## src/rtl/alsu_pkg.sv

```systemverilog
// Purpose: shared definitions for the ALSU arbiter slice (command layout, opcodes, FSM states).
// Latency: n/a (constants, types and one helper function only).
// Backpressure: n/a.
package alsu_pkg;

  localparam int CMD_W = 16;

  // Command word bit positions
  localparam int OPC_HI    = 15;
  localparam int OPC_LO    = 13;
  localparam int A_HI      = 12;
  localparam int A_LO      = 10;
  localparam int B_HI      = 9;
  localparam int B_LO      = 7;
  localparam int CIN_BIT   = 6;
  localparam int SERIN_BIT = 5;
  localparam int DIR_BIT   = 4;
  localparam int REDA_BIT  = 3;
  localparam int REDB_BIT  = 2;
  localparam int BYPA_BIT  = 1;
  localparam int BYPB_BIT  = 0;

  localparam logic [2:0] OP_AND   = 3'd0;
  localparam logic [2:0] OP_XOR   = 3'd1;
  localparam logic [2:0] OP_ADD   = 3'd2;
  localparam logic [2:0] OP_MUL   = 3'd3;
  localparam logic [2:0] OP_SHIFT = 3'd4;
  localparam logic [2:0] OP_ROT   = 3'd5;

  typedef enum logic [1:0] {
    ST_IDLE = 2'd0,
    ST_WAIT = 2'd1,
    ST_RESP = 2'd2
  } state_t;

  // Opcodes 6 and 7 have no ALSU function and are bounced with an error.
  function automatic logic op_legal(input logic [2:0] op);
    return (op <= OP_ROT);
  endfunction

endpackage

```

## src/rtl/alsu_rr_arb.sv

```systemverilog
// Purpose: 2-way round-robin arbiter with a sticky lock owner.
// Latency: grant is combinational from valid/lock; pointer and owner update on the accept edge.
// Backpressure: grants only while enable is high; a granted request is always accepted.
// Ports: clk/rst, valid[1:0], lock[1:0], enable -> grant[1:0] (one-hot), grant_id.
module alsu_rr_arb #(
  parameter int RST_PRIORITY = 0
) (
  input  logic       clk,
  input  logic       rst,
  input  logic [1:0] valid,
  input  logic [1:0] lock,
  input  logic       enable,
  output logic [1:0] grant,
  output logic       grant_id
);

  logic       rr_ptr;
  logic       owner_vld;
  logic       owner_id;
  logic       owner_hold;
  logic [1:0] elig;
  logic [1:0] req;

  always_comb begin
    // The owner keeps exclusivity only while it still holds its lock.
    owner_hold = owner_vld & lock[owner_id];
    elig       = owner_hold ? (owner_id ? 2'b10 : 2'b01) : 2'b11;
    req        = valid & elig & {2{enable}};
    grant      = 2'b00;
    if (req == 2'b11) begin
      grant = rr_ptr ? 2'b10 : 2'b01;
    end else begin
      grant = req;
    end
    grant_id = grant[1];
  end

  always_ff @(posedge clk or posedge rst) begin
    if (rst) begin
      rr_ptr    <= (RST_PRIORITY != 0);
      owner_vld <= 1'b0;
      owner_id  <= 1'b0;
    end else if (enable) begin
      if (|grant) begin
        rr_ptr <= ~grant_id;
      end
      if (|grant && lock[grant_id]) begin
        owner_vld <= 1'b1;
        owner_id  <= grant_id;
      end else if (!owner_hold) begin
        owner_vld <= 1'b0;
      end
    end
  end

endmodule

```

## src/rtl/alsu_arbiter.sv

```systemverilog
// Purpose: shares one ALSU between two command sources, one command in flight, tagged responses.
// Latency: accept -> rsp_valid after ALSU_LATENCY+1 edges (legal) or 1 edge (illegal opcode).
// Backpressure: no command accepted outside IDLE; response held until rsp_valid & rsp_ready.
// Ports: r0_*/r1_* command sources (valid/ready/cmd/lock), rsp_* response, alsu_* ALSU drive, alsu_out result.
module alsu_arbiter
  import alsu_pkg::*;
#(
  parameter int ALSU_LATENCY = 2,
  parameter int RST_PRIORITY = 0
) (
  input  logic             clk,
  input  logic             rst,
  input  logic             r0_valid,
  output logic             r0_ready,
  input  logic [CMD_W-1:0] r0_cmd,
  input  logic             r0_lock,
  input  logic             r1_valid,
  output logic             r1_ready,
  input  logic [CMD_W-1:0] r1_cmd,
  input  logic             r1_lock,
  output logic             rsp_valid,
  input  logic             rsp_ready,
  output logic             rsp_id,
  output logic [5:0]       rsp_data,
  output logic             rsp_err,
  output logic [2:0]       alsu_a,
  output logic [2:0]       alsu_b,
  output logic [2:0]       alsu_opcode,
  output logic             alsu_cin,
  output logic             alsu_serialin,
  output logic             alsu_direction,
  output logic             alsu_red_op_a,
  output logic             alsu_red_op_b,
  output logic             alsu_bypass_a,
  output logic             alsu_bypass_b,
  input  logic [5:0]       alsu_out
);

  localparam int CW = (ALSU_LATENCY < 2) ? 1 : $clog2(ALSU_LATENCY + 1);

  state_t           state;
  logic [CW-1:0]    cnt;
  logic [1:0]       grant;
  logic             grant_id;
  logic             enable;
  logic             accept;
  logic [CMD_W-1:0] sel_cmd;

  // Gating with rst keeps the ready outputs low while reset is asserted.
  assign enable   = (state == ST_IDLE) & ~rst;
  assign r0_ready = grant[0];
  assign r1_ready = grant[1];
  assign accept   = |grant;
  assign sel_cmd  = grant_id ? r1_cmd : r0_cmd;

  alsu_rr_arb #(
    .RST_PRIORITY (RST_PRIORITY)
  ) u_arb (
    .clk      (clk),
    .rst      (rst),
    .valid    ({r1_valid, r0_valid}),
    .lock     ({r1_lock, r0_lock}),
    .enable   (enable),
    .grant    (grant),
    .grant_id (grant_id)
  );

  always_ff @(posedge clk or posedge rst) begin
    if (rst) begin
      state          <= ST_IDLE;
      cnt            <= '0;
      rsp_valid      <= 1'b0;
      rsp_id         <= 1'b0;
      rsp_data       <= '0;
      rsp_err        <= 1'b0;
      alsu_a         <= '0;
      alsu_b         <= '0;
      alsu_opcode    <= '0;
      alsu_cin       <= 1'b0;
      alsu_serialin  <= 1'b0;
      alsu_direction <= 1'b0;
      alsu_red_op_a  <= 1'b0;
      alsu_red_op_b  <= 1'b0;
      alsu_bypass_a  <= 1'b0;
      alsu_bypass_b  <= 1'b0;
    end else begin
      case (state)
        ST_IDLE: begin
          if (accept) begin
            rsp_id <= grant_id;
            if (op_legal(sel_cmd[OPC_HI:OPC_LO])) begin
              alsu_opcode    <= sel_cmd[OPC_HI:OPC_LO];
              alsu_a         <= sel_cmd[A_HI:A_LO];
              alsu_b         <= sel_cmd[B_HI:B_LO];
              alsu_cin       <= sel_cmd[CIN_BIT];
              alsu_serialin  <= sel_cmd[SERIN_BIT];
              alsu_direction <= sel_cmd[DIR_BIT];
              alsu_red_op_a  <= sel_cmd[REDA_BIT];
              alsu_red_op_b  <= sel_cmd[REDB_BIT];
              alsu_bypass_a  <= sel_cmd[BYPA_BIT];
              alsu_bypass_b  <= sel_cmd[BYPB_BIT];
              cnt            <= CW'(ALSU_LATENCY);
              state          <= ST_WAIT;
            end else begin
              // ALSU inputs stay untouched so a running shift/rotate is not disturbed.
              rsp_err   <= 1'b1;
              rsp_data  <= '0;
              rsp_valid <= 1'b1;
              state     <= ST_RESP;
            end
          end
        end
        ST_WAIT: begin
          // cnt reaches 0 one edge after the ALSU output reflects the issued inputs.
          if (cnt == '0) begin
            rsp_data  <= alsu_out;
            rsp_err   <= 1'b0;
            rsp_valid <= 1'b1;
            state     <= ST_RESP;
          end else begin
            cnt <= cnt - CW'(1);
          end
        end
        ST_RESP: begin
          if (rsp_ready) begin
            rsp_valid <= 1'b0;
            state     <= ST_IDLE;
          end
        end
        default: state <= ST_IDLE;
      endcase
    end
  end

endmodule
```

## config.mk

```make
export PLATFORM = sky130hd
export DESIGN_NAME = alsu_arbiter
export DESIGN_NICKNAME = d
export VERILOG_FILES = /design/src/rtl/alsu_pkg.sv /design/src/rtl/alsu_rr_arb.sv /design/src/rtl/alsu_arbiter.sv
export SDC_FILE = /design/constraint.sdc
export NUM_CORES = 1
export LEC_CHECK = 0
export CAP_MARGIN = 5
export CORE_MARGIN = 2
export CORE_UTILIZATION = 45
export CTS_BUF_LIST = sky130_fd_sc_hd__clkbuf_8 sky130_fd_sc_hd__clkbuf_16
export DETAILED_ROUTE_END_ITERATION = 6
export GPL_ROUTABILITY_DRIVEN = 0
export PLACE_DENSITY_LB_ADDON = 0.2
export SLEW_MARGIN = 15
export SYNTH_ARGS = -nofsm -noshare
export SYNTH_HDL_FRONTEND = slang
export SYNTH_HIERARCHICAL = 1
export SYNTH_SLANG_ARGS = --single-unit
export TNS_END_PERCENT = 1
```

## constraint.sdc

```tcl
create_clock -name clk -period 3.7 [get_ports clk]
set_clock_uncertainty 0.05 [all_clocks]
set_input_delay 0.555 -clock clk [delete_from_list [all_inputs] [get_ports clk]]
set_output_delay 0.555 -clock clk [all_outputs]
set_load 0.005 [all_outputs]
```

==> results.sh, run 1 <==
export IMPL_cts_setup_buffers=0
export IMPL_setup_violations=0
export IMPL_regToRegSetupSlack_ns=0.81
export IMPL_outcome="finished clean"
export IMPL_insertion_delay_ns=0.27
export IMPL_antenna_found_initial=0
export IMPL_cts_root_buf="clkbuf_8"
export IMPL_final_layout_size_suffix_gt1_share_pct=23.8
export IMPL_clk_pin_slew_ns=0.06
export IMPL_fin_ws_ns=0.302
export IMPL_period_needed_ns=3.40
export IMPL_hold_ws_ns=0.442
export IMPL_critical_path_required_ns=3.09
export IMPL_endpoint_kind="primary output"
export IMPL_die_h_microns=66.0
export IMPL_io_pins=72
export IMPL_r2r_end="alsu_a[0]"
export IMPL_holdCritPathClass="reg2reg"
export IMPL_track_usage_pct=19.2
export IMPL_syn_to_final_growth_pct=47.7
export IMPL_overflow=0
export IMPL_fp_dieW_microns=66.0
export IMPL_drc=0
export IMPL_critPathKind="in2out"
export IMPL_leakagePower_nw=1.07
export IMPL_dp_slack_ns=0.349
export IMPL_grt_max_degree=30
export IMPL_power_density_mw_per_mm2=698
export IMPL_fmax_mhz=294
export IMPL_vias=1358
export IMPL_tritoncts="built"
export IMPL_critPathLaunch="rst"
export IMPL_max_slew_margin_rel_pct=32.6
export IMPL_cts_sinks=32
export IMPL_wl_per_cell_microns=15.1
export IMPL_synth_cell_types=45
export IMPL_post_cts_resize_count=0
export IMPL_first_global_vias=1395
export IMPL_synth_seq_area_share_pct=46.3
export IMPL_cp_start_kind="primary input"
export IMPL_drt_iter0_drc=60
export IMPL_diodes=0
export IMPL_tightestPinTransition_ns=1.00
export IMPL_setup_tns_ns=0
export IMPL_die_area_sq_mm=0.00436
export IMPL_cap_violations=0
export IMPL_reg2reg_depth=7
export IMPL_timing_rr_start="state[1]"
export IMPL_hpwlAfterDp_mm=3.04
export IMPL_cp_max_fo=4
export IMPL_start_util_pct=46.9
export IMPL_hold_buffers=0
export IMPL_rsz0062_at_grt="no"
export IMPL_maxSlewViolCount=0
export IMPL_antenna_left=0
export IMPL_rows=22
export IMPL_final_util_pct=69.3
export IMPL_core_sq_mm=0.00369
export IMPL_crit_arrival_ns=2.79
export IMPL_vias_per_cell=5.26
export IMPL_drt_wl_total_mm=3.90
export IMPL_yosysWarnings=6
export IMPL_peakVddDrop_mv=0.343
export IMPL_dr_pass1_iters=4
export IMPL_port_buffers=71
export IMPL_hold_viol=0
export IMPL_syn_nets=181
export IMPL_crit_end="r0_ready"
export IMPL_cts_max_level=2
export IMPL_syn_inst=135
export IMPL_numCtsBuffers=5
export IMPL_nNetsFinal=255
export IMPL_ys_ff_latch=32
export IMPL_synth_area_sq_mm=0.00173
export IMPL_fin_crit_sh_pct=91.8
export IMPL_cts_path_max_buffers=2
export IMPL_syn_avg_cell_area_sq_um=12.8
export IMPL_grt_pass1_wl_mm=6.27
-- flip-flops by register name (all words and copies together) (netlist names) --
| signal | count |
|---|---|
| alsu_red_op_a | 1 |
| rsp_err | 1 |
| alsu_a | 3 |
| alsu_opcode | 3 |
| rsp_id | 1 |
| alsu_serialin | 1 |
| state | 2 |
| alsu_b | 3 |
| rsp_valid | 1 |
| cnt | 2 |
| alsu_bypass_a | 1 |
| alsu_red_op_b | 1 |
| alsu_direction | 1 |
| alsu_cin | 1 |
| u_arb/owner_id | 1 |
| alsu_bypass_b | 1 |
| rsp_data | 6 |
| u_arb/owner_vld | 1 |
| u_arb/rr_ptr | 1 |
-- logic make-up after synthesis --
| family | count (synthesis) | synth area share, % |
|---|---|---|
| flip-flops | 32 | 46.3 |
| multiplexers | 31 | 22.3 |
| AND/OR/NAND/NOR | 30 | 11.3 |
| AO/OA/AOI/OAI | 29 | 15.1 |
| buffers and inverters | 12 | 4.34 |
| adder cells (fa/ha/maj) | 1 | 0.723 |
-- where the power goes --
part | switching (mW) | leakage, nW | internal, mW
Combinational | 0.320 | 0.624 | 0.565
Clock | 0.112 | 0.0538 | 0.146
Sequential | 0.125 | 0.393 | 0.516
Total | 0.557 | 1.07 | 1.23
-- through the flow --
| step | total power, mW | cell area, sq um | std cells |
|---|---|---|---|
| 6_report | 1.78 | 2560 | 258 |
| 5_1_grt | 1.91 | 2560 | 258 |
| 3_3_place_gp | 1.50 | 2470 | 250 |
| 3_5_place_dp | 1.54 | 2470 | 250 |
| 2_1_floorplan | 1.15 | 1730 | 135 |
| 4_1_cts | 1.81 | 2560 | 258 |
-- critical path, cell delays in order --
cell	delay (ns)
clkdlybuf4s50_1	0.44
nor3_1	0.39
nand2_1	0.21
a211oi_1	0.58
clkdlybuf4s50_1	0.62
-- worst min-delay path by stage --
stage / startpoint / endpoint / slack (ns) / cells past startpoint
floorplan: rst / u_arb/owner_id / 0.26 / 1
global placement: alsu_opcode[2] / alsu_opcode[2] / 0.43 / 1
detailed placement: alsu_opcode[2] / alsu_opcode[2] / 0.44 / 1
CTS: rst / u_arb/owner_id / 0.45 / 2
global route: rst / u_arb/owner_id / 0.48 / 2
finish: alsu_opcode[2] / alsu_opcode[2] / 0.44 / 1
-- area by class of cell --
type                       count  area (sq um)
clock inverter                 2          7.51
tap                           48          60.1
clock buffer                   6          82.6
timing repair buffer          73           726
inverter                       6          22.5
fill                         290          1130
multi-input combinational     91           857
sequential                    32           801
-- synthesized netlist by cell type (all sizes together) --
| cell type | instances | area share, % |
|---|---|---|
| a22o | 6 | 3.0 |
| nor3 | 5 | 1.7 |
| nand3b | 1 | 0.43 |
| nor2 | 8 | 2.7 |
| a21oi | 2 | 0.58 |
| nor4 | 1 | 0.36 |
| o211ai | 2 | 0.87 |
| a311oi | 1 | 0.51 |
| and2 | 1 | 0.51 |
| a31oi | 1 | 0.36 |
| a211oi | 2 | 0.87 |
| a2111oi | 1 | 1.6 |
| and3 | 2 | 1.0 |
| mux2i | 1 | 0.58 |
| a311o | 1 | 0.58 |
| o21bai | 1 | 0.43 |
| o2bb2a | 1 | 0.58 |
| a21o | 2 | 0.94 |
| a32oi | 1 | 0.51 |
| buf | 5 | 2.8 |
| clkbuf | 1 | 0.22 |
| o21ai | 4 | 1.6 |
| a21boi | 1 | 0.43 |
| a211o | 1 | 0.51 |
| a32o | 1 | 1.2 |
| nand2 | 4 | 0.87 |
| nor2b | 3 | 1.5 |
| o22a | 1 | 0.51 |
| inv | 6 | 1.3 |
| nand3 | 1 | 0.29 |
| nand2b | 4 | 1.9 |
| ha | 1 | 0.72 |
| mux2 | 30 | 22 |
| dfrtp | 32 | 46 |
-- layout by cell type, fill, tap and decap left out, types with 3 or more instances in the layout --
cell / n
a22o_1: 6
clkbuf_8: 6
clkdlybuf4s50_1: 71
dfrtp_1: 32
inv_1: 7
mux2_2: 20
mux2_4: 10
nand2_1: 4
nand2b_1: 3
nor2_1: 6
nor3_1: 4
-- routing by layer --
layer / vias up / global-route usage, % / part of all wire (%)
met5: - / 0 / 0
met4: 0 / 6.89 / 0.92
met3: 5 / 4.94 / 6.8
met2: 53 / 35.0 / 54
met1: 656 / 21.6 / 39
li1: 644 / - / -
Power figures use the tool's default switching activity.
==> run 2, diff against run 1 <==
==> constraint.sdc (replaced) <==
create_clock -name clk -period 3.7 [get_ports clk]
set_clock_uncertainty 0.05 [all_clocks]
set_input_delay 0.555 -clock clk [delete_from_list [all_inputs] [get_ports clk]]
set_output_delay 0.555 -clock clk [all_outputs]
set_load 0.02 [all_outputs]
==> results.sh, run 2 (synthesis gave the netlist of run 1 again) <==
export IMPL_outcome="finished clean"
export IMPL_peakVddDrop_mv=0.433
export IMPL_grt_max_degree=30
export IMPL_post_cts_resize_count=0
export IMPL_antenna_left=0
export IMPL_nNetsFinal=255
export IMPL_crit_top_cell="clkdlybuf4s50_1"
export IMPL_vias_per_cell=5.30
export IMPL_final_cell_area_sq_mm=0.00256
export IMPL_cts_path_max_buffers=2
export IMPL_cp_start_kind="primary input"
export IMPL_hold_viol=0
export IMPL_final_cell_mix="clkdlybuf4s50_1, dfrtp_1, mux2_2"
export IMPL_setup_violations=0
export IMPL_track_usage_pct=19.0
export IMPL_fmax_mhz=316
export IMPL_grtUsageMet1_pct=22.8
export IMPL_power_density_mw_per_mm2=758
export IMPL_drt_iter0_drc=51
export IMPL_maxSlewViolCount=0
export IMPL_syn_to_final_growth_pct=47.7
export IMPL_cts_setup_buffers=0
export IMPL_die_area_sq_mm=0.00436
export IMPL_period_needed_ns=3.17
export IMPL_start_util_pct=46.9
export IMPL_drc=0
export IMPL_insertion_delay_ns=0.27
export IMPL_dp_slack_ns=0.535
export IMPL_crit_family="buffers and inverters"
export IMPL_path_buf_inv=3
export IMPL_io_pins=72
export IMPL_cp_max_fo=4
export IMPL_core_sq_mm=0.00369
export IMPL_dp_cells=250
export IMPL_holdCritPathClass="reg2reg"
export IMPL_final_util_pct=69.3
export IMPL_regMostFlops="rsp_data"
export IMPL_rows=22
export IMPL_diodes=0
export IMPL_fin_crit_sh_pct=85.6
export IMPL_rsz0062_at_grt="no"
export IMPL_final_layout_size_suffix_gt1_share_pct=24.3
export IMPL_die_h_microns=66.0
export IMPL_critical_path_required_ns=3.09
export IMPL_crit_arrival_ns=2.56
export IMPL_setup_tns_ns=0
export IMPL_wl_per_cell_microns=15.0
export IMPL_critPathKind="in2out"
export IMPL_antenna_found_initial=0
export IMPL_cts_max_level=2
export IMPL_dpl_instance_area_sq_mm=0.00247
export IMPL_cap_violations=0
export IMPL_drt_wl_total_mm=3.87
export IMPL_cts_sinks=32
export IMPL_fin_ws_ns=0.531
export IMPL_final_common_cell="clkdlybuf4s50_1"
export IMPL_dr_pass1_iters=4
export IMPL_largest_reg_flops=6
export IMPL_cts_root_buf="clkbuf_8"
export IMPL_top_usage_layer="met2"
export IMPL_leakagePower_nw=1.07
export IMPL_use_met2_pct=33.6
export IMPL_layoutNonFillerInstCount=258
export IMPL_fp_dieW_microns=66.0
export IMPL_tritoncts="built"
export IMPL_overflow=0
export IMPL_numCtsBuffers=5
export IMPL_tightestPinTransition_ns=0.588
export IMPL_path_cells="clkdlybuf4s50_1, nor3_1, nand2_1, a211oi_1, buf_4, clkdlybuf4s50_1"
export IMPL_cp_slowest_stage_delay_ns=0.60
export IMPL_first_global_vias=1428
export IMPL_critPathSlowestCell="clkdlybuf4s50_1"
export IMPL_port_buffers=71
export IMPL_hold_buffers=0
export IMPL_clk_pin_slew_ns=0.06
export IMPL_hpwlAfterDp_mm=2.97
export IMPL_vias=1368
export IMPL_hold_ws_ns=0.439
export IMPL_endpoint_kind="primary output"
export IMPL_max_slew_margin_rel_pct=60.8
export IMPL_fin_total_pwr_mw=1.94
export IMPL_grt_pass1_wl_mm=6.35
export IMPL_grt_use_met3_pct=4.26
-- run 2: cell types whose count changed in the layout (fill, tap and decap cells not counted) --
cell	change
clkinv_1	-1
inv_2	+1
-- run 2: per-layer routing --
metal	vias up	routed length [microns]
met4	0	74
met3	7	239
met1	664	1610
li1	646	-
met2	51	1950
met5	-	0
-- run 2: path summary, 6_finish.rpt --
kind	start	to	slack (ns)	cells past startpoint
worst min-delay path	alsu_opcode[2]	alsu_opcode[2]	0.44	1
worst min register to register	alsu_opcode[2]	alsu_opcode[2]	0.44	1
worst max register to register	state[1]	alsu_b[0]	1.00	7
min in group asynchronous	rst	u_arb/owner_id	0.48	2
worst max-delay path	rst	r0_ready	0.53	6
max in group asynchronous	rst	alsu_opcode[0]	2.53	2
-- run 2: worst register-to-register path, stage by stage (launching register included) --
cell and delay (ns):
dfrtp_1 0.49, nor3_1 0.40, nand3_1 0.17, nor2_2 0.24
buf_4 0.32, o21ai_2 0.19, nor2_8 0.34, mux2_2 0.38
-- run 2: power breakdown --
group / switching (mW) / internal (mW)
Sequential: 0.125 / 0.516
Clock: 0.114 / 0.146
Combinational: 0.468 / 0.568
Total: 0.707 / 1.23
-- run 2: layout make-up --
cell class / count / area, sq um
fill: 284 / 1130
inverter: 6 / 22.5
clock buffer: 6 / 82.6
tap: 48 / 60.1
clock inverter: 2 / 7.51
sequential: 32 / 801
multi-input combinational: 91 / 857
timing repair buffer: 73 / 726
==> run 3, diff against run 2 <==
CAP_MARGIN = 20   (was 5)
SKIP_CTS_REPAIR_TIMING = 1   (was default)
==> results of run 3 <==
The final DEF is identical to that of run 2; final timing and power are the same.
